===== src/rtl/test_status_dev_sat_counter.sv =====
// -----------------------------------------------------------------------------
// sat_counter
// Up-counter with enable and synchronous clear that holds at all-ones
// instead of wrapping.
//   clk   : clock, rising edge
//   clr   : synchronous clear (highest priority)
//   en    : count enable
//   count : current count (registered)
// -----------------------------------------------------------------------------
module sat_counter #(
  parameter int WIDTH = 32
) (
  input  logic             clk,
  input  logic             clr,
  input  logic             en,
  output logic [WIDTH-1:0] count
);

  logic [WIDTH-1:0] count_r;

  // Count register: clear, saturating increment, or hold
  always_ff @(posedge clk) begin
    if (clr) begin
      count_r <= {WIDTH{1'b0}};
    end else if (en && (count_r != {WIDTH{1'b1}})) begin
      count_r <= count_r + {{(WIDTH-1){1'b0}}, 1'b1};
    end else begin
      count_r <= count_r;
    end
  end

  assign count = count_r;

endmodule


===== config.mk =====
export PLATFORM = sky130hd
export DESIGN_NAME = sat_counter
export DESIGN_NICKNAME = d
export VERILOG_FILES = /design/src/rtl/test_status_dev_sat_counter.sv
export SDC_FILE = /design/constraint.sdc
export NUM_CORES = 1
export LEC_CHECK = 0
export CAP_MARGIN = 15
export CORE_MARGIN = 2
export CORE_UTILIZATION = 54
export CTS_CLUSTER_SIZE = 12
export DETAILED_ROUTE_END_ITERATION = 12
export GPL_ROUTABILITY_DRIVEN = 0
export PLACE_DENSITY = 0.82
export SLEW_MARGIN = 0
export SYNTH_ARGS = -nofsm -noshare
export SYNTH_HDL_FRONTEND = slang
export SYNTH_SLANG_ARGS = --single-unit

===== constraint.sdc =====
create_clock -name clk -period 5 [get_ports clk]
set_clock_uncertainty 0.2 [all_clocks]
set_input_delay 0.75 -clock clk [delete_from_list [all_inputs] [get_ports clk]]
set_output_delay 0.75 -clock clk [all_outputs]
set_load 0.02 [all_outputs]

==> results.yml, run 1 <==
outcome:
  status: "completed"
worst_setup_path:
  r2r_setup_slack_ps: 1870
  path_class: "reg -> reg"
  required_ps: 5040
  rr_worst_depth: 6
  timing.rr.start: "count[16]$_SDFFE_PP0P_"
  cp_max_fo: 16
  cp.arrival_ps: 3170
  r2r-end: "count[21]$_SDFFE_PP0P_"
  cp-end-kind: "flop"
  critPathLaunchType: "flop"
cts:
  cts_setup_buffers: 0
  cts_tree: "yes"
  clk_latency_ps: 340
  ctsHoldBuffers: 0
  clockBufferDepth: 2
  ctsResizeCount: 0
  path_clk_slew_ps: 110
  clock_sinks: 32
  htreeDepth: 2
  tritoncts.num_buffers: 5
  ctsRootBufferMaster: "clkbuf_4"
hold_path:
  min_to: "count[23]$_SDFFE_PP0P_"
  hold_class: "reg -> reg"
  hold_depth: 2
  hp-start: "count[23]$_SDFFE_PP0P_"
logic_synthesis:
  synth-edff-count: 0
  netlist_instances: 199
  avgSynthCellArea_um2: 8.41
  synthArstFlopShare_pct: 0
  yosys_warnings: 0
  ys_seq_area_share_pct: 38.3
  synth-main-ff-cell: "dfxtp_1"
  syn_nets: 203
  synth_area_mm2: 0.00167
  yosys.cell_types.count: 39
  synth-seq-cells: 32
job:
  maxCapViolCount: 0
global_routing:
  groute.usage.overall_pct: 25.4
  grt_pass1_wl_um: 6870
  grt_max_degree: 36
  gr-total-overflow: 0
  met1_usage_pct: 32.0
  grt-busiest-layer: "met2"
  antenna_found_initial: 0
  grt_util_met2_pct: 41.6
  grt.met3_usage_pct: 5.63
  grt_pass1_vias: 1497
finish:
  drive_above_1_share_pct: 8.19
  antennaDiodeCount: 0
  largest_reg_flops: 32
  mostFrequentLayoutCell: "clkdlybuf4s50_1"
  layout_common_cells: "34 x clkdlybuf4s50_1, 32 x dfxtp_1, 22 x a21oi_1, 14 x nor2_1, 13 x nand3_1"
  regArea_um2: 641
  multi_input_area_um2: 987
  areaGrowthSynthToFinish_pct: 27.1
  final_nets: 235
  final_cell_area_mm2: 0.00213
  fillers: 245
  final_util_pct: 70.8
power_and_ir_drop:
  p_int_uw: 397
  combPwrFrac_pct: 3.6
  power.total_uw: 504
  power_density_mw_per_mm2: 237
  p_leak_uw: 0.000630
  vdd_ir_drop_max_mv: 0.183
  clockPowerShare_pct: 45.0
  switching_share_pct: 21.1
  switching_power_uw: 106
  seq_power_share_pct: 51.4
sta:
  slew-limit-headroom_pct: 34.8
  slew_violations: 0
  finalSetupViolCount: 0
  setup-tns-final_ps: 0
  hold_viol_final: 0
  max_freq_mhz: 319
  min_period_over_period_pct: 62.6
  rsz0062_at_grt: "no"
  fin_crit_ps: 3130
  tightest_slew_ps: 970
route:
  vias: 1691
  post-route-drc-count: 0
  antenna_left: 0
  first_iter_violations: 118
  wirelength_um: 4060
  wl_per_cell_um: 15.3
  drtPass1Iterations: 4
  routed_via_density: 6.38
place:
  io_buffers: 34
  dpl.hpwl_um: 2830
  place_area_mm2: 0.00203
floorplanning:
  initial_utilization_pct: 55.8
  chipWidth_um: 59.7
  core-area_mm2: 0.00300
  io-pin-count: 35
  rows: 20
  die_y_um: 59.7
  die_area_mm2: 0.00356
final cells by class:
cell class                 instances  area share, %
inverter                           2          0.353
multi-input combinational        154           46.4
sequential                        32           30.1
timing repair buffer              36           16.7
clock inverter                     1           1.41
tap                               33           1.94
clock buffer                       7           3.06
worst max-delay path, stage by stage, from the launching register on:
cell and delay [ps]:
dfxtp_1 480, nand3_2 170, or3b_1 540, nor4_2 870
buf_4 350, nor3b_1 90, mux2_1 330
worst max path at each step:
stage | start | end | slack [ps]
after floorplan | en | count[31]$_SDFFE_PP0P_ | 2520
after global placement | en | count[31]$_SDFFE_PP0P_ | 1700
after detailed placement | en | count[31]$_SDFFE_PP0P_ | 1630
after CTS | count[21]$_SDFFE_PP0P_ | count[21]$_SDFFE_PP0P_ | 1890
after global routing | count[13]$_SDFFE_PP0P_ | count[21]$_SDFFE_PP0P_ | 1670
final | count[16]$_SDFFE_PP0P_ | count[21]$_SDFFE_PP0P_ | 1870
synthesized netlist by cell type (2+ instances only):
| master | n | area share, % |
|---|---|---|
| dfxtp_1 | 32 | 38 |
| a21oi_1 | 22 | 6.6 |
| nor2_1 | 14 | 3.1 |
| nand3_1 | 13 | 3.9 |
| o31ai_1 | 12 | 5.4 |
| or4_1 | 12 | 5.4 |
| nand2_1 | 10 | 2.2 |
| nand4_1 | 10 | 3.7 |
| or3_1 | 10 | 3.7 |
| clkbuf_1 | 8 | 1.8 |
| o21ai_0 | 8 | 2.4 |
| xnor2_1 | 6 | 3.1 |
| and4_1 | 4 | 2.1 |
| nor4_1 | 4 | 1.5 |
| and3_1 | 3 | 1.1 |
| buf_2 | 3 | 0.90 |
| a2111oi_0 | 2 | 1.0 |
| inv_1 | 2 | 0.45 |
| nor2b_1 | 2 | 0.75 |
| nor3_1 | 2 | 0.60 |
| nor3b_1 | 2 | 0.90 |
kinds of logic after synthesis:
kind of cell / share of synthesized area [%]
simple gates: 33.4
compound gates: 18.8
flops: 38.3
buf+inv: 3.14
xor+xnor: 3.66
mux: 1.94
fa+ha+maj: 0.747
layer usage:
layer	wire length, um	vias to the layer above
li1	-	831
met1	1730	787
met2	2000	68
met3	273	5
met4	55	0
met5	0	-
power by group through the flow:
stage,Clock (uW),Combinational (uW),Sequential [uW]
4_1_cts,231,18.3,259
3_3_place_gp,0,18.0,265
2_1_floorplan,0,8.90,266
6_report,227,18.3,259
5_1_grt,238,19.8,259
3_5_place_dp,0,18.3,265
through the flow:
stage | worst slack [ps] | hold slack, ps | cells
finish | 1870 | 305 | 265
global route | 1670 | 360 | 265
CTS | 1890 | 308 | 265
detailed placement | 1630 | 292 | 257
global placement | 1700 | 278 | 257
floorplan | 2520 | 363 | 199
(Power assumes the default switching activity.)
==> run 2, diff against run 1 <==
--- a/config.mk
+++ b/config.mk
@@ -7,11 +7,11 @@
 export LEC_CHECK = 0
 export CAP_MARGIN = 15
 export CORE_MARGIN = 2
-export CORE_UTILIZATION = 54
+export CORE_UTILIZATION = 45
 export CTS_CLUSTER_SIZE = 12
 export DETAILED_ROUTE_END_ITERATION = 12
 export GPL_ROUTABILITY_DRIVEN = 0
-export PLACE_DENSITY = 0.82
+export PLACE_DENSITY = 0.73
 export SLEW_MARGIN = 0
 export SYNTH_ARGS = -nofsm -noshare
 export SYNTH_HDL_FRONTEND = slang
==> constraint.sdc (replaced) <==
create_clock -name clk -period 2.8 [get_ports clk]
set_clock_uncertainty 0.2 [all_clocks]
set_input_delay 0.42 -clock clk [delete_from_list [all_inputs] [get_ports clk]]
set_output_delay 0.42 -clock clk [all_outputs]
set_load 0.02 [all_outputs]
==> run 2 against run 1 <==
Compared with the run above:
- final area increased by 1.8%
- cell count grew 6.8%
- critical path type unchanged
- combinational power grew 89%
- wire length is 1.9% lower
- global-route usage down 5.1 points
- largest power group unchanged
- fmax grew 25%
- power grew 60%
- worst setup slack worse by 1600 ps
- die area is 19% higher
- highest routed layer unchanged
- via count shrank 3.7%
- hold slack got worse by 5.6 ps
- non-clock buffer count rose by 6
==> results.yml, run 2 (same netlist as run 1, synthesis figures left out) <==
outcome:
  status: "completed"
sta:
  setup-tns-final_ps: 0
  min_period_over_period_pct: 89.4
  rsz0062_at_grt: "no"
  max_freq_mhz: 400
  fin_crit_ps: 2500
  fin_hold_ws_ps: 299
  hold_viol_final: 0
  tightest_slew_ps: 614
  slew-limit-headroom_pct: 58.7
  slew_violations: 0
  finalSetupViolCount: 0
cts:
  ctsHoldBuffers: 0
  path_clk_slew_ps: 60
  ctsRootBufferMaster: "clkbuf_8"
  clockBufferDepth: 2
  cts_tree: "yes"
  tritoncts.num_buffers: 5
  cts_setup_buffers: 0
  clk_latency_ps: 280
  clock_sinks: 32
  htreeDepth: 2
  ctsResizeCount: 0
route:
  drtPass1Iterations: 4
  routed_via_density: 5.76
  wirelength_um: 3980
  antenna_left: 0
  vias: 1629
  post-route-drc-count: 0
  wl_per_cell_um: 14.1
  first_iter_violations: 88
worst_setup_path:
  crit_slowest_cell: "or3b_1"
  crit_path_cell_trace: "nand3_2 > or3b_1 > or3_4 > or4_1 > a21oi_1"
  required_ps: 2810
  cp_top_family: "simple AND/OR/NAND/NOR gates"
  critPathLaunchType: "flop"
  cp.arrival_ps: 2510
  critPathBufInv: 0
  path_class: "reg -> reg"
  cpPeakStageDelay_ps: 550
  cp_max_fo: 6
  cp-end-kind: "flop"
finish:
  mostFrequentLayoutCell: "clkdlybuf4s50_1"
  regArea_um2: 641
  fillers: 360
  final_nets: 241
  antennaDiodeCount: 0
  multi_input_area_um2: 987
  areaGrowthSynthToFinish_pct: 29.3
  drive_above_1_share_pct: 9.36
  layout_common_cells: "34 x clkdlybuf4s50_1, 32 x dfxtp_1, 22 x a21oi_1, 14 x nor2_1, 13 x nand3_1"
  largest_reg_flops: 32
floorplanning:
  rows: 22
  core-area_mm2: 0.00361
  chipWidth_um: 65.0
  die_area_mm2: 0.00422
  die_y_um: 65.0
  initial_utilization_pct: 46.4
  io-pin-count: 35
global_routing:
  grt_util_met2_pct: 32.3
  antenna_found_initial: 0
  grt_max_degree: 36
  groute.usage.overall_pct: 20.2
  grt_pass1_wl_um: 6760
  gr-total-overflow: 0
  grt.met3_usage_pct: 4.17
  met1_usage_pct: 26.5
  grt_pass1_vias: 1477
  grt-busiest-layer: "met2"
hold_path:
  hold_class: "reg -> reg"
power_and_ir_drop:
  power_density_mw_per_mm2: 372
  vdd_ir_drop_max_mv: 0.223
  p_leak_uw: 0.000643
place:
  dpl.hpwl_um: 2820
  io_buffers: 34
job:
  maxCapViolCount: 0
-- run 2: cell types whose count changed in the layout (fill, tap and decap cells not counted), sizes merged --
cell	delta
buf	+6
bufinv	-1
clkbuf	-2
-- run 2: metrics by stage --
stage | cells | area, um^2 | worst slack [ps] | util (%) | total power [uW]
global placement | 278 | 2100 | 148 | 58.1 | 506
floorplan | 199 | 1670 | 336 | - | 492
finish | 283 | 2160 | 297 | 60.0 | 806
detailed placement | 278 | 2100 | 102 | 58.1 | 507
CTS | 283 | 2160 | 290 | 60.0 | 815
global route | 283 | 2160 | 182 | 60.0 | 841
-- run 2: worst paths after layout --
| path | start | end | slack (ps) | cells after the start |
|---|---|---|---|---|
| setup reg to reg | count[16]$_SDFFE_PP0P_ | count[30]$_SDFFE_PP0P_ | 300 | 5 |
| hold / removal | count[23]$_SDFFE_PP0P_ | count[23]$_SDFFE_PP0P_ | 300 | 2 |
| setup / recovery | count[16]$_SDFFE_PP0P_ | count[30]$_SDFFE_PP0P_ | 300 | 5 |
| hold reg to reg | count[23]$_SDFFE_PP0P_ | count[23]$_SDFFE_PP0P_ | 300 | 2 |
-- run 2: layout make-up --
cell class	count	share of cell area, %
clock buffer	5	3.18
sequential	32	29.6
timing repair buffer	42	18.5
tap	48	2.77
multi-input combinational	154	45.6
inverter	2	0.347
-- run 2: power breakdown --
group	switching (uW)	internal [uW]	total [uW]
clock	149	160	309
sequential	4.08	459	463
combinational	19.6	14.8	34.5
total	173	633	806
-- run 2: layer usage --
| metal | share of wire [%] | routed length (um) |
|---|---|---|
| met2 | 46 | 1830 |
| met3 | 3.7 | 148 |
| met5 | 0 | 0 |
| met1 | 49 | 1950 |
| met4 | 1.3 | 51 |
-- run 2: tightest hold or removal path, delay by kind of cell (launching register included) --
kind / cells / cell delay (ps)
flops: 1 / 330
compound gates: 2 / 130
